--- src/rtl/mips_ctrl_pkg.sv ---
// Shared constants and types for the pipelined MIPS main-control block.
package mips_ctrl_pkg;

  // Opcode field values (instruction bits [31:26])
  localparam logic [5:0] OP_RTYPE = 6'b000000;
  localparam logic [5:0] OP_J     = 6'b000010;
  localparam logic [5:0] OP_JAL   = 6'b000011;
  localparam logic [5:0] OP_BEQ   = 6'b000100;
  localparam logic [5:0] OP_BNE   = 6'b000101;
  localparam logic [5:0] OP_ADDI  = 6'b001000;
  localparam logic [5:0] OP_SLTI  = 6'b001010;
  localparam logic [5:0] OP_ANDI  = 6'b001100;
  localparam logic [5:0] OP_ORI   = 6'b001101;
  localparam logic [5:0] OP_XORI  = 6'b001110;
  localparam logic [5:0] OP_LUI   = 6'b001111;
  localparam logic [5:0] OP_LW    = 6'b100011;
  localparam logic [5:0] OP_SW    = 6'b101011;
  localparam logic [5:0] OP_HALT  = 6'b111111;

  // Funct field values (instruction bits [5:0])
  localparam logic [5:0] FUNCT_JR = 6'b001000;

  // ALU-op encodings handed to the ALU control in EX
  localparam logic [2:0] ALUOP_ADD   = 3'b000;
  localparam logic [2:0] ALUOP_SUB   = 3'b001;
  localparam logic [2:0] ALUOP_RTYPE = 3'b010;
  localparam logic [2:0] ALUOP_SLT   = 3'b011;
  localparam logic [2:0] ALUOP_AND   = 3'b100;
  localparam logic [2:0] ALUOP_OR    = 3'b101;
  localparam logic [2:0] ALUOP_XOR   = 3'b110;
  localparam logic [2:0] ALUOP_LUI   = 3'b111;

  // HALT drain state machine
  typedef enum logic [1:0] {
    ST_RUN    = 2'b00,
    ST_DRAIN  = 2'b01,
    ST_HALTED = 2'b10
  } ctrl_state_e;

  // Extended control word carried across the ID/EX boundary
  typedef struct packed {
    logic       valid;
    logic       regdst;
    logic       alusrc;
    logic       memread;
    logic       memwrite;
    logic       memtoreg;
    logic       regwrite;
    logic       branch;
    logic       branch_ne;
    logic       jump;
    logic       jump_reg;
    logic       link;
    logic [2:0] aluop;
  } ctrl_word_t;

  // A bubble is the all-zero control word (aluop=000, valid=0)
  function automatic ctrl_word_t ctrl_bubble();
    ctrl_word_t w;
    w = '0;
    return w;
  endfunction

endpackage

--- src/rtl/control_decoder.sv ---
// Combinational opcode/funct decoder producing the control word and register-use flags.
module control_decoder
  import mips_ctrl_pkg::*;
(
  input  logic [5:0]  i_opcode,
  input  logic [5:0]  i_funct,
  output ctrl_word_t  o_word,
  output logic        o_uses_rs,
  output logic        o_uses_rt,
  output logic        o_is_halt,
  output logic        o_is_illegal
);

  // Decode the opcode (and funct for R-type) into a control word
  always_comb begin
    o_word       = ctrl_bubble();
    o_uses_rs    = 1'b1;
    o_uses_rt    = 1'b0;
    o_is_halt    = 1'b0;
    o_is_illegal = 1'b0;
    case (i_opcode)
      OP_RTYPE: begin
        o_word.valid = 1'b1;
        if (i_funct == FUNCT_JR) begin
          o_word.jump_reg = 1'b1;
          o_uses_rt       = 1'b0;
        end else begin
          o_word.regdst   = 1'b1;
          o_word.regwrite = 1'b1;
          o_word.aluop    = ALUOP_RTYPE;
          o_uses_rt       = 1'b1;
        end
      end
      OP_J: begin
        o_word.valid = 1'b1;
        o_word.jump  = 1'b1;
        o_uses_rs    = 1'b0;
      end
      OP_JAL: begin
        o_word.valid    = 1'b1;
        o_word.jump     = 1'b1;
        o_word.link     = 1'b1;
        o_word.regwrite = 1'b1;
        o_uses_rs       = 1'b0;
      end
      OP_BEQ: begin
        o_word.valid  = 1'b1;
        o_word.branch = 1'b1;
        o_word.aluop  = ALUOP_SUB;
        o_uses_rt     = 1'b1;
      end
      OP_BNE: begin
        o_word.valid     = 1'b1;
        o_word.branch_ne = 1'b1;
        o_word.aluop     = ALUOP_SUB;
        o_uses_rt        = 1'b1;
      end
      OP_ADDI, OP_SLTI, OP_ANDI, OP_ORI, OP_XORI: begin
        o_word.valid    = 1'b1;
        o_word.alusrc   = 1'b1;
        o_word.regwrite = 1'b1;
        case (i_opcode)
          OP_SLTI: o_word.aluop = ALUOP_SLT;
          OP_ANDI: o_word.aluop = ALUOP_AND;
          OP_ORI:  o_word.aluop = ALUOP_OR;
          OP_XORI: o_word.aluop = ALUOP_XOR;
          default: o_word.aluop = ALUOP_ADD;
        endcase
      end
      OP_LUI: begin
        o_word.valid    = 1'b1;
        o_word.alusrc   = 1'b1;
        o_word.regwrite = 1'b1;
        o_word.aluop    = ALUOP_LUI;
        o_uses_rs       = 1'b0;
      end
      OP_LW: begin
        o_word.valid    = 1'b1;
        o_word.alusrc   = 1'b1;
        o_word.memread  = 1'b1;
        o_word.memtoreg = 1'b1;
        o_word.regwrite = 1'b1;
        o_word.aluop    = ALUOP_ADD;
      end
      OP_SW: begin
        o_word.valid    = 1'b1;
        o_word.alusrc   = 1'b1;
        o_word.memwrite = 1'b1;
        o_word.aluop    = ALUOP_ADD;
        o_uses_rt       = 1'b1;
      end
      OP_HALT: begin
        o_is_halt = 1'b1;
        o_uses_rs = 1'b0;
      end
      default: begin
        o_is_illegal = 1'b1;
      end
    endcase
  end

endmodule

--- src/rtl/control_unidad_pipe.sv ---
// Pipelined main control: decode into ID/EX, load-use stall, bubbles, HALT drain FSM.
module control_unidad_pipe
  import mips_ctrl_pkg::*;
#(
  parameter int NB_OP        = 6,
  parameter int NB_FUNCT     = 6,
  parameter int NB_REG       = 5,
  parameter int NB_ALUOP     = 3,
  parameter int DRAIN_CYCLES = 3
) (
  input  logic                i_clk,
  input  logic                i_rst_n,
  input  logic                i_enable,
  input  logic                i_valid,
  input  logic [NB_OP-1:0]    i_opcode,
  input  logic [NB_FUNCT-1:0] i_funct,
  input  logic [NB_REG-1:0]   i_rs,
  input  logic [NB_REG-1:0]   i_rt,
  input  logic                i_redirect,
  output logic                o_stall,
  output logic                o_flush,
  output logic                o_ex_valid,
  output logic                o_ex_regdst,
  output logic                o_ex_alusrc,
  output logic                o_ex_memread,
  output logic                o_ex_memwrite,
  output logic                o_ex_memtoreg,
  output logic                o_ex_regwrite,
  output logic                o_ex_branch,
  output logic                o_ex_branch_ne,
  output logic                o_ex_jump,
  output logic                o_ex_jump_reg,
  output logic                o_ex_link,
  output logic [NB_ALUOP-1:0] o_ex_aluop,
  output logic [NB_REG-1:0]   o_ex_rt,
  output logic                o_illegal,
  output logic                o_halted
);

  // Counter wide enough to hold DRAIN_CYCLES-1 (at least one bit)
  localparam int NB_CNT = (DRAIN_CYCLES > 1) ? $clog2(DRAIN_CYCLES) : 1;
  localparam logic [NB_CNT-1:0] CNT_LOAD = NB_CNT'(DRAIN_CYCLES - 1);

  ctrl_word_t          dec_word_s;
  logic                dec_uses_rs_s;
  logic                dec_uses_rt_s;
  logic                dec_is_halt_s;
  logic                dec_is_illegal_s;
  logic                hazard_s;
  logic                stall_s;

  ctrl_state_e         state_q, state_d;
  logic [NB_CNT-1:0]   cnt_q, cnt_d;
  ctrl_word_t          ex_q, ex_d;
  logic [NB_REG-1:0]   ex_rt_q, ex_rt_d;
  logic                illegal_q, illegal_d;
  logic                halted_q, halted_d;

  control_decoder u_decoder (
    .i_opcode     (i_opcode[5:0]),
    .i_funct      (i_funct[5:0]),
    .o_word       (dec_word_s),
    .o_uses_rs    (dec_uses_rs_s),
    .o_uses_rt    (dec_uses_rt_s),
    .o_is_halt    (dec_is_halt_s),
    .o_is_illegal (dec_is_illegal_s)
  );

  // Load-use hazard: a valid load in EX writes a register the ID instruction reads
  always_comb begin
    hazard_s = 1'b0;
    if (ex_q.valid && ex_q.memread && (ex_rt_q != '0) && i_valid) begin
      hazard_s = (dec_uses_rs_s && (i_rs == ex_rt_q)) ||
                 (dec_uses_rt_s && (i_rt == ex_rt_q));
    end else begin
      hazard_s = 1'b0;
    end
  end

  // Next-state: FSM, drain counter, ID/EX control word and illegal flag
  always_comb begin
    state_d   = state_q;
    cnt_d     = cnt_q;
    ex_d      = ex_q;
    ex_rt_d   = ex_rt_q;
    illegal_d = illegal_q;
    stall_s   = 1'b0;
    if (i_enable) begin
      ex_d      = ctrl_bubble();
      ex_rt_d   = '0;
      illegal_d = 1'b0;
      case (state_q)
        ST_RUN: begin
          if (i_redirect) begin
            stall_s = 1'b0;
          end else if (hazard_s) begin
            stall_s = 1'b1;
          end else if (i_valid && dec_is_halt_s) begin
            // Hold fetch from the HALT decode onward; the drain starts now
            stall_s = 1'b1;
            state_d = ST_DRAIN;
            cnt_d   = CNT_LOAD;
          end else if (i_valid && dec_is_illegal_s) begin
            illegal_d = 1'b1;
          end else if (i_valid) begin
            ex_d    = dec_word_s;
            ex_rt_d = i_rt;
          end else begin
            stall_s = 1'b0;
          end
        end
        ST_DRAIN: begin
          stall_s = 1'b1;
          if (cnt_q == '0) begin
            state_d = ST_HALTED;
          end else begin
            cnt_d = cnt_q - NB_CNT'(1);
          end
        end
        ST_HALTED: begin
          stall_s = 1'b1;
        end
        default: begin
          state_d = ST_RUN;
          cnt_d   = '0;
        end
      endcase
    end else begin
      stall_s = 1'b0;
    end
    halted_d = (state_d == ST_HALTED);
  end

  // State and ID/EX pipeline registers
  always_ff @(posedge i_clk or negedge i_rst_n) begin
    if (!i_rst_n) begin
      state_q   <= ST_RUN;
      cnt_q     <= '0;
      ex_q      <= ctrl_bubble();
      ex_rt_q   <= '0;
      illegal_q <= 1'b0;
      halted_q  <= 1'b0;
    end else begin
      state_q   <= state_d;
      cnt_q     <= cnt_d;
      ex_q      <= ex_d;
      ex_rt_q   <= ex_rt_d;
      illegal_q <= illegal_d;
      halted_q  <= halted_d;
    end
  end

  assign o_stall        = stall_s;
  assign o_flush        = i_redirect & i_enable;
  assign o_ex_valid     = ex_q.valid;
  assign o_ex_regdst    = ex_q.regdst;
  assign o_ex_alusrc    = ex_q.alusrc;
  assign o_ex_memread   = ex_q.memread;
  assign o_ex_memwrite  = ex_q.memwrite;
  assign o_ex_memtoreg  = ex_q.memtoreg;
  assign o_ex_regwrite  = ex_q.regwrite;
  assign o_ex_branch    = ex_q.branch;
  assign o_ex_branch_ne = ex_q.branch_ne;
  assign o_ex_jump      = ex_q.jump;
  assign o_ex_jump_reg  = ex_q.jump_reg;
  assign o_ex_link      = ex_q.link;
  assign o_ex_aluop     = NB_ALUOP'(ex_q.aluop);
  assign o_ex_rt        = ex_rt_q;
  // A frozen pipe reports no illegal pulse
  assign o_illegal      = illegal_q & i_enable;
  assign o_halted       = halted_q;

endmodule

--- config.mk ---
export PLATFORM = sky130hd
export DESIGN_NAME = control_unidad_pipe
export DESIGN_NICKNAME = d
export VERILOG_FILES = /design/src/rtl/mips_ctrl_pkg.sv /design/src/rtl/control_decoder.sv /design/src/rtl/control_unidad_pipe.sv
export SDC_FILE = /design/constraint.sdc
export NUM_CORES = 1
export LEC_CHECK = 0
export ABC_AREA = 1
export BUFFER_PORTS_ARGS = -buffer_cell sky130_fd_sc_hd__buf_2
export CELL_PAD_IN_SITES_DETAIL_PLACEMENT = 0
export CELL_PAD_IN_SITES_GLOBAL_PLACEMENT = 1
export CORE_UTILIZATION = 38
export DETAILED_ROUTE_END_ITERATION = 16
export GPL_TIMING_DRIVEN = 0
export PLACE_DENSITY = 0.95
export REMOVE_ABC_BUFFERS = 1
export SLEW_MARGIN = 10
export SYNTH_ARGS = -nofsm -noshare
export SYNTH_HDL_FRONTEND = slang
export SYNTH_SLANG_ARGS = --single-unit
--- constraint.sdc ---
create_clock -name i_clk -period 3.05 [get_ports i_clk]
set_input_delay 0.305 -clock i_clk [delete_from_list [all_inputs] [get_ports i_clk]]
set_output_delay 0.305 -clock i_clk [all_outputs]
set_load 0.05 [all_outputs]
Word-level counts from Yosys, hierarchy flattened
Cells that the tools add are included.

Register bits after elaboration: 26. Input bits: 27.

Add/sub/neg operators: 1. Reduce and logical (&&, ||, !) cells: 23. Bitwise operators: 3. Multiplexer cells: 54. Equal/unequal tests: 23.

Operators with widths (count): $mux 15 (6); $eq 6x4->1 const B (7); $mux 5 (6); $mux 1 (25); $pmux 3 s4 (2); $mux 2 (10); $eq 6x6->1 const B (3); $reduce_or 8->1 (2); $reduce_or 14->1 (1); $reduce_or 13->1 (1); $eq 6x2->1 const B (2); $eq 6x3->1 const B (2); $pmux 2 s3 (2); $eq 5x5->1 (2); $ne 2x2->1 const B (4); $logic_and 1x1->1 (7); $logic_not 6->1 (1); $pmux 1 s2 (3); $reduce_and 6->1 (1); $reduce_or 2->1 (3); $reduce_bool 5->1 (1); $reduce_or 5->1 (1); $eq 2x2->1 const B (2); $logic_not 2->1 (2); other kinds (7) (8).

Depth between registers and ports, before layout
Gate-level depths: netlist of the first run.

Depth in word-level cells: 11. Mapped depth: 12.

Hierarchy
Synthesis of the first run repeated with hierarchy kept, for this count alone.

Cell total of the unflattened synthesis: 274. Area, all modules: 1804.2 um2.

Modules (own cells, without submodules): control_unidad_pipe (instances 1, area each 1430.1 um2, cells an instance 194, sequential area each 650.6 um2); control_decoder (instances 1, area each 374.1 um2, cells an instance 80, sequential area each 0.0 um2).

Least setup slack after synthesis of the first run
OpenSTA, ideal clock, no wires.

Path kind: reg2out. Start point: register ex_rt_q[4], in the netlist o_ex_rt[4]. End point: output o_stall. Arrival: 2088 ps. Cell stages (with the launch flop): 13. Data required time: 2745 ps. Setup slack: 657 ps. Cell sequence: dfrtp_1 -> inv_1 -> nand2_1 -> nand2_1 -> nor2_1 -> nand2_1 -> nor2_1 -> nand2_1 -> nand2_2 -> nand2_4 -> nand2_1 -> a21oi_1 -> nor2_1.

Word-level cells in the longest chain between the ends: 8.

Ends and longest elaborated chain: from (decl) (RTL line control_unidad_pipe.sv:55) `logic [NB_REG-1:0] ex_rt_q, ex_rt_d;`; from (signal assigned) (RTL line control_unidad_pipe.sv:147) `ex_rt_q <= ex_rt_d;`; $eq 5x5->1 (tied with other cells) (RTL line control_unidad_pipe.sv:73) `hazard_s = (dec_uses_rs_s && (i_rs == ex_rt_q)) ||`; $logic_and 1x1->1 (on tied branches) (RTL line control_unidad_pipe.sv:73, control_unidad_pipe.sv:72, control_unidad_pipe.sv:74); $logic_or 1x1->1 / $logic_and 1x1->1 (equally long branches) (RTL line control_unidad_pipe.sv:73, control_unidad_pipe.sv:72); $mux 1 (*) (RTL line control_unidad_pipe.sv:72) `if (ex_q.valid && ex_q.memread && (ex_rt_q != '0) && i_valid) begin`; $mux 1 (*) (RTL line control_unidad_pipe.sv:96) `end else if (hazard_s) begin`; $mux 1 (*) (RTL line control_unidad_pipe.sv:94) `if (i_redirect) begin`; $pmux 1 s2 (*) (RTL line control_unidad_pipe.sv:92) `case (state_q)`; $mux 1 (*) (RTL line control_unidad_pipe.sv:88) `if (i_enable) begin`; to (decl) (RTL line control_unidad_pipe.sv:20) `output logic o_stall,`.

Every way passes the cells marked *; elsewhere a longest branch is shown, timed or not.

Worst setup path after layout of the first run
Start point: register ex_rt_q[1], in the netlist o_ex_rt[1]. End point: output o_stall.

The elaborated chain is that of the path after synthesis.

==> tab_implementation.tex, run 1 <==
\begin{tabular}{lr}
\hline
Metric & Value \\
\hline
\multicolumn{2}{l}{\textbf{Status}} \\
\quad Status & finished, violations left \\
\quad Violated checks & design-rule violations \\
\multicolumn{2}{l}{\textbf{Critical path}} \\
\quad Worst reg-to-reg setup slack & 1060 ps \\
\quad Buf+Inv Stages, Crit Path & 2 \\
\quad Required arrival time at the worst endpoint & 2740 ps \\
\quad Source of the worst register-to-register timing path & state\_q[1]\$\_DFF\_PN0\_ \\
\quad Kind of cell adding the most delay to the critical path & simple AND/OR/NAND/NOR gates \\
\quad Stage delay of the slowest cell on the critical path & 450 ps \\
\quad Worst R2R End & illegal\_q\$\_DFFE\_PN0P\_ \\
\quad Critical setup path kind & register to output pin \\
\quad Worst path cell trace & inv\_1 -> nand2\_1 -> nand2\_1 -> nor2\_1 -> nand2\_1 -> nor2\_1 -> nand2\_1 -> nand2\_2 -> nand2\_4 -> nand2\_1 -> a21oi\_1 -> nor2\_1 -> buf\_2 \\
\quad Data arrival time of the critical path & 2000 ps \\
\quad Most common cell on crit path & nand2\_1 \\
\quad CP startpoint kind & register \\
\quad Timing startpoint of the critical path & o\_ex\_rt[1]\$\_DFFE\_PN0P\_ \\
\quad Worst-path maximum fanout & 18 \\
\quad Critical path endpoint category & output pin \\
\quad Critical Path Slowest Stage Cell & dfrtp\_1 \\
\quad Path depth of the worst reg2reg path & 8 \\
\multicolumn{2}{l}{\textbf{STA}} \\
\quad Final-report max-slew violation count & 0 \\
\quad Shortest clock period the worst path allows after layout & 2310 ps \\
\quad Total Neg Setup Slack & 0 ps \\
\quad Peak clock frequency supported by timing & 434 MHz \\
\quad RSZ-0062 raised after global routing & no \\
\quad Final period util & 75.6\% \\
\quad Slew at the pin closest to its max-slew limit & 739 ps \\
\quad Setup violation total in the final timing report & 0 \\
\quad Final hold violation count & 0 \\
\quad Max Clock Skew & 3.16 ps \\
\quad Rel. slew slack & 50.7\% \\
\multicolumn{2}{l}{\textbf{Power}} \\
\quad Largest voltage drop on the vdd net & 0.156 mV \\
\quad Final total power & 792 uW \\
\quad Static power due to leakage & 0.00134 uW \\
\quad Proportion of total power due to net switching & 34.9\% \\
\quad Internal & 516 uW \\
\quad P\_sw & 276 uW \\
\quad Part of the power in the clock network & 24.9\% \\
\quad Total power density per cell area & 375 nW/um\^{}2 \\
\quad Seq pwr share & 46.6\% \\
\quad Share of power burned in combinational logic & 28.4\% \\
\multicolumn{2}{l}{\textbf{Floorplan}} \\
\quad Die area & 5010 sq um \\
\quad Vertical die dimension & 70.8 microns \\
\quad Horiz. Die Dim & 70.8 microns \\
\quad Number of placement rows & 24 \\
\quad Initial standard-cell utilization of the core & 40.4\% \\
\quad IO Count & 51 \\
\quad Area of the placeable core & 4440 sq um \\
\multicolumn{2}{l}{\textbf{Placed design}} \\
\quad Placed cell count & 371 \\
\quad Port buffer count & 50 \\
\quad Final Wtd Congestion & 0.892 \\
\quad HPWL after detailed placement & 3270 microns \\
\multicolumn{2}{l}{\textbf{Routing}} \\
\quad Detailed Route WL & 4330 microns \\
\quad Met1 wire length & 2130 microns \\
\quad DR vias & 1821 \\
\quad Number of DRC violations after detailed-routing iteration 0 & 77 \\
\quad Via density per instance & 4.86 \\
\quad Uppermost layer routed & met4 \\
\quad Number of DRC violations after detailed routing & 2 \\
\quad Routed len/inst & 11.6 microns \\
\quad Antenna violation net count after detailed routing & 0 \\
\quad Detail Route met3 WL & 157 microns \\
\quad Routed length on met2 & 1990 microns \\
\quad 1st-pass router iterations & 10 \\
\multicolumn{2}{l}{\textbf{Logic synthesis}} \\
\quad Area share of the largest cell type after synthesis & 34.8\% \\
\quad Sequential area share after synthesis & 34.8\% \\
\quad Yosys cell types & 26 \\
\quad Largest cells by area after synthesis & dfrtp\_1, nand2\_1, inv\_1, nand4\_1, nor2\_1 \\
\quad Combined area of all synthesized cells & 1800 sq um \\
\quad Yosys Warn Count & 0 \\
\quad Flop and latch count out of synthesis & 25 \\
\quad Post-Synthesis Cells & 276 \\
\quad Mean post-synth cell area & 6.51 sq um \\
\quad Yosys top cell by area & dfrtp\_1 \\
\multicolumn{2}{l}{\textbf{Finish}} \\
\quad Fraction of final layout cells with drive strength greater than 1 & 20.7\% \\
\quad Cell Count, Final, Fillers Out & 375 \\
\quad Number of flip-flops in the largest register & 5 \\
\quad Final nets & 356 \\
\quad Area Overhead vs Synth & 17.5\% \\
\quad Inserted Diodes & 0 \\
\multicolumn{2}{l}{\textbf{Clock network}} \\
\quad Post-CTS setup-driven buffer insertion count & 0 \\
\quad Worst-path clk slew & 90 ps \\
\quad CTS tree & built \\
\quad Hold buffer count at cts & 0 \\
\quad CTS root buf & clkbuf\_8 \\
\quad Number of CTS-inserted buffers & 3 \\
\quad Count of H-tree levels built during CTS & 1 \\
\quad Latest clock arrival within the worst-skew pair & 260 ps \\
\quad Quantity of gates resized following cts & 0 \\
\quad Maximum number of buffers from clock root to sink & 2 \\
\quad TritonCTS Sinks & 25 \\
\multicolumn{2}{l}{\textbf{Global route}} \\
\quad Total grt overflow & 0 \\
\quad Global-route wire length before repair & 7600 microns \\
\quad Maximum number of pins on one net before global-route repair & 26 \\
\quad Number of global-route vias before repair & 1765 \\
\quad Total Routing Usage GR & 18.6\% \\
\quad Initial antenna violation count & 0 \\
\multicolumn{2}{l}{\textbf{Hold path}} \\
\quad Worst min path class & primary input to asynchronous set/reset pin \\
\multicolumn{2}{l}{\textbf{Flow run}} \\
\quad Max-capacitance violation count & 0 \\
\hline
\end{tabular}
[routing by layer]
metal	GRT usage (%)	vias to the layer above
met5	0	-
met4	5.56	0
met3	1.71	4
met2	30.9	40
met1	25.8	815
li1	-	962
[layout make-up]
cell class | instances | area [sq um]
fill | 499 | 2330
multi-input combinational | 193 | 932
sequential | 25 | 626
timing repair buffer | 50 | 250
inverter | 51 | 193
tap | 52 | 65.1
clock buffer | 3 | 41.3
clock inverter | 1 | 5.00
[power groups by stage]
stage          sequential [uW]  combinational, uW  clock, uW
2_1_floorplan              393                135          0
3_3_place_gp               375                224          0
3_5_place_dp               376                228          0
4_1_cts                    369                227        202
5_1_grt                    372                261        216
6_report                   369                225        198
[stage by stage]
stage | hold WS, ps | area, sq um | setup WS (ps) | utilization [%]
finish | 29.3 | 2110 | 744 | 47.5
global route | 64.2 | 2110 | 570 | 47.5
CTS | 50.2 | 2110 | 730 | 47.5
detailed placement | 341 | 2070 | 850 | 46.5
global placement | 333 | 2070 | 830 | 46.5
floorplan | 9.41 | 1750 | 614 | -
[cell usage in the layout (no fill, tap or decap)]
master    instances
nand2_2           3
ha_1              5
nand3_1          13
o21bai_1          2
nor4_1            1
nand4_1          21
nand2_4           1
dfrtp_1          25
nor2_1           25
clkinv_2          2
nand2_1          88
a21oi_1           8
nand3b_1          1
inv_2             2
xnor2_1           1
nor2_2            3
inv_1            48
a31oi_1           1
buf_2            50
nor3_2            2
clkbuf_8          3
nor2_4            1
o21ai_0          11
nor3_1            6
[logic make-up (layout without fill, tap and decap cells)]
group           count (synthesis)  in the layout  synth area share [%]
compound gates                 22             22                  6.48
xor+xnor                        1              1                 0.488
simple gates                  165            165                  41.4
buf+inv                        58            105                  13.3
flops                          25             25                  34.8
fa+ha+maj                       5              5                  3.48
[worst max path at each step]
stage | endpoint | slack, ps | depth (start not counted)
2_1_floorplan | o_stall | 610 | 12
3_3_place_gp | o_stall | 830 | 13
3_5_place_dp | o_stall | 850 | 13
4_1_cts | o_stall | 730 | 13
5_1_grt | o_stall | 570 | 13
6_report | o_stall | 740 | 13
[cell usage after synthesis]
| cell type | instances |
|---|---|
| xnor2_1 | 1 |
| nor2_2 | 3 |
| nand3b_1 | 1 |
| nor4_1 | 1 |
| ha_1 | 5 |
| a31oi_1 | 1 |
| inv_2 | 2 |
| nor3_2 | 2 |
| nor3_1 | 6 |
| dfrtp_1 | 25 |
| nand2_4 | 1 |
| inv_1 | 48 |
| o21bai_1 | 2 |
| buf_4 | 1 |
| nand4_1 | 21 |
| nand3_1 | 13 |
| buf_2 | 1 |
| a21oi_1 | 8 |
| nand2_1 | 88 |
| buf_6 | 2 |
| clkinv_2 | 1 |
| clkbuf_1 | 3 |
| nor2_4 | 1 |
| nor2_1 | 25 |
| o21ai_0 | 11 |
| nand2_2 | 3 |
[worst reg2reg max path, cell delays in order, from the launching register on]
cell and delay, ps:
dfrtp_1 460, inv_1 110, ha_1 290, inv_1 100, nor2_1 130, nand2_1 60, inv_1 420, nand4_1 180
o21ai_0 170
(Power assumes the default switching activity.)
==> run 2, diff against run 1 <==
--- a/config.mk
+++ b/config.mk
@@ -9,10 +9,10 @@
 export BUFFER_PORTS_ARGS = -buffer_cell sky130_fd_sc_hd__buf_2
 export CELL_PAD_IN_SITES_DETAIL_PLACEMENT = 0
 export CELL_PAD_IN_SITES_GLOBAL_PLACEMENT = 1
-export CORE_UTILIZATION = 38
+export CORE_UTILIZATION = 32
 export DETAILED_ROUTE_END_ITERATION = 16
 export GPL_TIMING_DRIVEN = 0
-export PLACE_DENSITY = 0.95
+export PLACE_DENSITY = 0.86
 export REMOVE_ABC_BUFFERS = 1
 export SLEW_MARGIN = 10
 export SYNTH_ARGS = -nofsm -noshare
==> constraint.sdc (replaced) <==
create_clock -name i_clk -period 2.05 [get_ports i_clk]
set_input_delay 0.205 -clock i_clk [delete_from_list [all_inputs] [get_ports i_clk]]
set_output_delay 0.205 -clock i_clk [all_outputs]
set_load 0.05 [all_outputs]
==> tab_implementation.tex, run 2 (synthesis gave the netlist of run 1 again) <==
\begin{tabular}{lr}
\hline
Metric & Value \\
\hline
\multicolumn{2}{l}{\textbf{Clock network}} \\
\quad TritonCTS Sinks & 25 \\
\quad Number of CTS-inserted buffers & 3 \\
\quad Maximum number of buffers from clock root to sink & 2 \\
\quad Count of H-tree levels built during CTS & 1 \\
\quad CTS root buf & clkbuf\_8 \\
\quad Latest clock arrival within the worst-skew pair & 270 ps \\
\quad CTS tree & built \\
\quad Worst-path clk slew & 90 ps \\
\multicolumn{2}{l}{\textbf{Global route}} \\
\quad Maximum number of pins on one net before global-route repair & 26 \\
\quad Global-route wire length before repair & 7910 microns \\
\quad Total Routing Usage GR & 16.5\% \\
\quad Initial antenna violation count & 0 \\
\quad Total grt overflow & 0 \\
\quad Number of global-route vias before repair & 1730 \\
\multicolumn{2}{l}{\textbf{STA}} \\
\quad Max Clock Skew & 1.32 ps \\
\quad Final-report max-slew violation count & 0 \\
\quad Final period util & 96.4\% \\
\quad Peak clock frequency supported by timing & 506 MHz \\
\quad Shortest clock period the worst path allows after layout & 1980 ps \\
\quad Setup slack after layout & 72.9 ps \\
\quad Final hold violation count & 0 \\
\quad Slew at the pin closest to its max-slew limit & 698 ps \\
\quad Setup violation total in the final timing report & 0 \\
\quad Rel. slew slack & 53.4\% \\
\quad RSZ-0062 raised after global routing & yes \\
\multicolumn{2}{l}{\textbf{Finish}} \\
\quad Most common library cell in the layout ignoring fill and taps & nand2\_1 \\
\quad Number of flip-flops in the largest register & 5 \\
\quad Inserted Diodes & 0 \\
\quad Fraction of final layout cells with drive strength greater than 1 & 28.4\% \\
\quad Final nets & 364 \\
\quad Area occupied by multi-input gates & 985 sq um \\
\quad Most frequent cells in the layout & nand2\_1, buf\_2, inv\_1, nor2\_1, dfrtp\_1 \\
\quad FILL cells & 570 \\
\quad Total area of sequential cells & 629 sq um \\
\quad Area Overhead vs Synth & 26.0\% \\
\quad Cell Count, Final, Fillers Out & 401 \\
\multicolumn{2}{l}{\textbf{Routing}} \\
\quad Routed len/inst & 11.8 microns \\
\quad Met1 wire length & 2290 microns \\
\quad Detailed Route WL & 4730 microns \\
\quad Detail Route met3 WL & 205 microns \\
\quad Routed length on met2 & 2190 microns \\
\quad Uppermost layer routed & met4 \\
\quad DR vias & 1871 \\
\quad 1st-pass router iterations & 4 \\
\quad Antenna violation net count after detailed routing & 0 \\
\quad Number of DRC violations after detailed routing & 0 \\
\quad Number of DRC violations after detailed-routing iteration 0 & 106 \\
\quad Via density per instance & 4.67 \\
\multicolumn{2}{l}{\textbf{Floorplan}} \\
\quad IO Count & 51 \\
\quad Die area & 5920 sq um \\
\quad Area of the placeable core & 5270 sq um \\
\quad Initial standard-cell utilization of the core & 34.1\% \\
\quad Number of placement rows & 26 \\
\quad Horiz. Die Dim & 76.9 microns \\
\quad Vertical die dimension & 76.9 microns \\
\multicolumn{2}{l}{\textbf{Critical path}} \\
\quad Timing startpoint of the critical path & o\_ex\_rt[1]\$\_DFFE\_PN0P\_ \\
\quad Worst-path maximum fanout & 5 \\
\quad Critical setup path kind & register to output pin \\
\quad Stage delay of the slowest cell on the critical path & 430 ps \\
\quad Buf+Inv Stages, Crit Path & 2 \\
\quad Worst reg-to-reg setup slack & 280 ps \\
\quad Most common cell on crit path & nand2\_2 \\
\quad Critical Path Slowest Stage Cell & dfrtp\_1 \\
\quad CP startpoint kind & register \\
\quad Worst R2R End & illegal\_q\$\_DFFE\_PN0P\_ \\
\quad Source of the worst register-to-register timing path & state\_q[0]\$\_DFF\_PN0\_ \\
\quad Path depth of the worst reg2reg path & 8 \\
\quad Required arrival time at the worst endpoint & 1850 ps \\
\quad Kind of cell adding the most delay to the critical path & simple AND/OR/NAND/NOR gates \\
\quad Worst path cell trace & inv\_2 -> nand2\_2 -> nand2\_2 -> nor2\_4 -> nand2\_1 -> nor2\_1 -> nand2\_1 -> nand2\_2 -> nand2\_8 -> nand2\_4 -> a21oi\_2 -> nor2\_2 -> buf\_6 \\
\quad Data arrival time of the critical path & 1770 ps \\
\quad Critical path endpoint category & output pin \\
\multicolumn{2}{l}{\textbf{Hold path}} \\
\quad WHS Path Cells & 3 \\
\quad Worst Min Path Start & i\_rt[0] \\
\quad Worst min path class & primary input to register \\
\quad Hold Crit Endpoint & o\_ex\_rt[0]\$\_DFFE\_PN0P\_ \\
\multicolumn{2}{l}{\textbf{Power}} \\
\quad Proportion of total power due to net switching & 34.8\% \\
\quad Final total power & 1200 uW \\
\quad Total power density per cell area & 531 nW/um\^{}2 \\
\quad Share of power burned in combinational logic & 30.0\% \\
\quad Seq pwr share & 45.6\% \\
\quad P\_sw & 418 uW \\
\quad Static power due to leakage & 0.00136 uW \\
\quad Internal & 783 uW \\
\quad Part of the power in the clock network & 24.4\% \\
\quad Largest voltage drop on the vdd net & 0.439 mV \\
\multicolumn{2}{l}{\textbf{Flow run}} \\
\quad Max-capacitance violation count & 0 \\
\multicolumn{2}{l}{\textbf{Placed design}} \\
\quad HPWL after detailed placement & 3460 microns \\
\quad Placed cell count & 389 \\
\quad Port buffer count & 50 \\
\quad Place WS & 67.7 ps \\
\quad Final Wtd Congestion & 0.889 \\
\multicolumn{2}{l}{\textbf{Status}} \\
\quad Status & complete, no violations \\
\hline
\end{tabular}
## run 2: worst register-to-register path, delay by kind of cell (launching register included)
kind,cells,cell delay (ps)
buf+inv,3,470
flops,1,420
simple gates,3,400
fa+ha+maj,1,260
compound gates,1,160
## run 2: area by class of cell
class / count / share of cell area (%)
Timing Repair Buffer: 58 / 14.1
Multi-Input combinational cell: 193 / 43.5
Tap cell: 70 / 3.87
Inverter: 51 / 8.68
Clock inverter: 1 / 0.221
Sequential cell: 25 / 27.8
Clock buffer: 3 / 1.82
## run 2: power groups by stage
| stage | clock, uW | sequential [uW] | combinational [uW] |
|---|---|---|---|
| 6_report | 293 | 548 | 360 |
| 3_5_place_dp | 0 | 557 | 338 |
| 3_3_place_gp | 0 | 557 | 334 |
| 2_1_floorplan | 0 | 585 | 201 |
| 5_1_grt | 330 | 552 | 414 |
| 4_1_cts | 305 | 548 | 346 |
## run 2: timing repair
item / in CTS / in global routing
endpoints found under the setup margin: 1 / 14
pin swaps: 3 / 6
setup buffers: 2 / 5
endpoints found under the hold margin: 25 / 0
hold buffers: 1 / 0
resized for setup: 4 / 21
## run 2: metrics by stage
| step | util (%) | TNS [ps] | hold WS, ps | area [sq um] |
|---|---|---|---|---|
| floorplan | - | -286 | -90.6 | 1750 |
| global placement | 39.6 | 0 | 231 | 2090 |
| detailed placement | 39.6 | 0 | 237 | 2090 |
| CTS | 41.3 | 0 | 195 | 2180 |
| global route | 42.9 | -55.6 | 210 | 2260 |
| finish | 42.9 | 0 | 192 | 2260 |
## run 2: worst max-delay path by stage
stage | end | slack (ps) | cells past startpoint
after global routing | o_stall | -60 | 13
after floorplan | o_stall | -290 | 12
after detailed placement | o_stall | 70 | 13
final | o_stall | 70 | 13
after CTS | o_stall | 4 | 13
after global placement | o_stall | 40 | 13
## run 2: routing by layer
layer,up-vias,track usage [%]
met5,-,0
met4,0,5.19
met3,4,2.38
met2,55,28.0
met1,835,21.4
li1,977,-
==> run 3, diff against run 2 <==
--- a/config.mk
+++ b/config.mk
@@ -9,6 +9,7 @@
 export BUFFER_PORTS_ARGS = -buffer_cell sky130_fd_sc_hd__buf_2
 export CELL_PAD_IN_SITES_DETAIL_PLACEMENT = 0
 export CELL_PAD_IN_SITES_GLOBAL_PLACEMENT = 1
+export CORE_ASPECT_RATIO = 0.7
 export CORE_UTILIZATION = 32
 export DETAILED_ROUTE_END_ITERATION = 16
 export GPL_TIMING_DRIVEN = 0
==> tab_implementation.tex, run 3 (synthesis gave the netlist of run 1 again) <==
\begin{tabular}{lr}
\hline
Metric & Value \\
\hline
\multicolumn{2}{l}{\textbf{Finish}} \\
\quad Most frequent cells in the layout & nand2\_1, buf\_2, inv\_1, nor2\_1, dfrtp\_1 \\
\quad Area Overhead vs Synth & 26.0\% \\
\quad Final core occ & 42.6\% \\
\quad FILL cells & 593 \\
\quad Inserted Diodes & 0 \\
\quad Fraction of final layout cells with drive strength greater than 1 & 27.4\% \\
\quad Most common library cell in the layout ignoring fill and taps & nand2\_1 \\
\quad Number of flip-flops in the largest register & 5 \\
\quad Final nets & 365 \\
\multicolumn{2}{l}{\textbf{Routing}} \\
\quad Via density per instance & 4.58 \\
\quad Number of DRC violations after detailed-routing iteration 0 & 149 \\
\quad Detailed Route WL & 4640 microns \\
\quad Number of DRC violations after detailed routing & 0 \\
\quad Antenna violation net count after detailed routing & 0 \\
\quad 1st-pass router iterations & 4 \\
\quad Routed len/inst & 11.5 microns \\
\quad DR vias & 1850 \\
\multicolumn{2}{l}{\textbf{Power}} \\
\quad Total power density per cell area & 539 nW/um\^{}2 \\
\quad P\_sw & 435 uW \\
\quad Part of the power in the clock network & 25.4\% \\
\quad Seq pwr share & 45.0\% \\
\quad Largest voltage drop on the vdd net & 0.240 mV \\
\quad Static power due to leakage & 0.00135 uW \\
\quad Share of power burned in combinational logic & 29.6\% \\
\quad Proportion of total power due to net switching & 35.7\% \\
\quad Internal & 785 uW \\
\multicolumn{2}{l}{\textbf{Placed design}} \\
\quad Final Wtd Congestion & 0.920 \\
\quad HPWL after detailed placement & 3490 microns \\
\quad Port buffer count & 50 \\
\multicolumn{2}{l}{\textbf{Global route}} \\
\quad Global-route wire length before repair & 7940 microns \\
\quad Maximum number of pins on one net before global-route repair & 26 \\
\quad Total Routing Usage GR & 16.8\% \\
\quad Initial antenna violation count & 0 \\
\quad Number of global-route vias before repair & 1666 \\
\quad Total grt overflow & 0 \\
\multicolumn{2}{l}{\textbf{Critical path}} \\
\quad Required arrival time at the worst endpoint & 1850 ps \\
\quad Stage delay of the slowest cell on the critical path & 420 ps \\
\quad Critical path endpoint category & output pin \\
\quad Data arrival time of the critical path & 1770 ps \\
\quad CP startpoint kind & register \\
\quad Critical Path Slowest Stage Cell & dfrtp\_1 \\
\quad Worst path cell trace & buf\_4 -> nand2\_1 -> nand4\_1 -> nor2\_1 -> nand2\_1 -> nand2\_2 -> nand2\_8 -> nand2\_4 -> a21oi\_2 -> nor2\_1 -> buf\_6 \\
\quad Worst-path maximum fanout & 3 \\
\quad Critical setup path kind & register to output pin \\
\multicolumn{2}{l}{\textbf{Clock network}} \\
\quad Worst-path clk slew & 100 ps \\
\quad Number of CTS-inserted buffers & 3 \\
\quad Maximum number of buffers from clock root to sink & 2 \\
\quad Count of H-tree levels built during CTS & 1 \\
\quad TritonCTS Sinks & 25 \\
\quad Latest clock arrival within the worst-skew pair & 280 ps \\
\quad CTS root buf & clkbuf\_8 \\
\quad CTS tree & built \\
\multicolumn{2}{l}{\textbf{Hold path}} \\
\quad Worst min path class & primary input to register \\
\multicolumn{2}{l}{\textbf{Floorplan}} \\
\quad IO Count & 51 \\
\quad Area of the placeable core & 5310 sq um \\
\quad Number of placement rows & 22 \\
\quad Horiz. Die Dim & 91.6 microns \\
\quad Vertical die dimension & 64.7 microns \\
\quad Initial standard-cell utilization of the core & 33.8\% \\
\quad Die area & 5920 sq um \\
\multicolumn{2}{l}{\textbf{Status}} \\
\quad Status & complete, no violations \\
\multicolumn{2}{l}{\textbf{STA}} \\
\quad Rel. slew slack & 50.1\% \\
\quad Final hold violation count & 0 \\
\quad RSZ-0062 raised after global routing & yes \\
\quad Final period util & 96.5\% \\
\quad Max Clock Skew & 6.78 ps \\
\quad Slew at the pin closest to its max-slew limit & 748 ps \\
\quad Total Neg Setup Slack & 0 ps \\
\quad Shortest clock period the worst path allows after layout & 1980 ps \\
\quad Peak clock frequency supported by timing & 505 MHz \\
\quad Final-report max-slew violation count & 0 \\
\quad Setup violation total in the final timing report & 0 \\
\multicolumn{2}{l}{\textbf{Flow run}} \\
\quad Max-capacitance violation count & 0 \\
\hline
\end{tabular}
-- run 3: critical path, delay by kind of cell (launching register included) --
family / cells / cell delay, ps
flops: 1 / 420
buf+inv: 2 / 320
compound gates: 1 / 50
simple gates: 8 / 720
-- run 3: area by class of cell --
cell class | instances | area [sq um] | share of cell area (%)
Clock buffer | 3 | 41.3 | 1.82
Clock inverter | 1 | 7.51 | 0.332
Inverter | 51 | 196 | 8.68
Multi-Input combinational cell | 193 | 972 | 43.0
Sequential cell | 25 | 629 | 27.8
Tap cell | 72 | 90.1 | 3.98
Timing Repair Buffer | 59 | 327 | 14.4
-- run 3: routing by layer --
metal | global-route usage [%] | share of wire [%]
met3 | 4.58 | 6.5
met2 | 23.0 | 39
met1 | 26.3 | 55
met4 | 1.79 | 0
met5 | 0 | 0
-- run 3: power groups by stage --
stage,sequential (uW),combinational [uW],clock (uW)
2_1_floorplan,585,201,0
3_3_place_gp,558,333,0
3_5_place_dp,559,340,0
4_1_cts,549,355,322
5_1_grt,554,411,331
6_report,549,361,309
-- run 3: final timing paths --
kind	from	endpoint	slack [ps]	depth (start not counted)
setup / recovery	o_ex_rt[2]$_DFFE_PN0P_	o_stall	70	11
hold / removal	i_rt[0]	o_ex_rt[0]$_DFFE_PN0P_	180	3
setup reg to reg	state_q[0]$_DFF_PN0_	illegal_q$_DFFE_PN0P_	240	8
hold reg to reg	o_ex_jump_reg$_DFFE_PN0P_	o_ex_jump_reg$_DFFE_PN0P_	480	2
max in group asynchronous	i_rst_n	o_ex_rt[1]$_DFFE_PN0P_	1190	2
min in group asynchronous	i_rst_n	cnt_q[1]$_DFFE_PN0P_	450	2
-- run 3: what timing repair did --
action / CTS / global route
pin swaps: 7 / 11
resized for setup: 11 / 10
cloned: 0 / 0
setup buffers: 6 / 2
endpoints found under the setup margin: 1 / 16
hold buffers: 1 / 0
hold endpoints to repair: 25 / 0
-- run 3: per-stage QoR --
step / hold WS (ps) / worst slack (ps) / instances / power [uW] / instance area, sq um
2_1_floorplan: -90.6 / -286 / 269 / 786 / 1750
3_3_place_gp: 235 / 75.5 / 391 / 891 / 2090
3_5_place_dp: 234 / 48.9 / 391 / 899 / 2090
4_1_cts: 169 / 1.90 / 402 / 1230 / 2220
5_1_grt: 213 / -65.4 / 404 / 1300 / 2260
6_report: 178 / 71.6 / 404 / 1220 / 2260
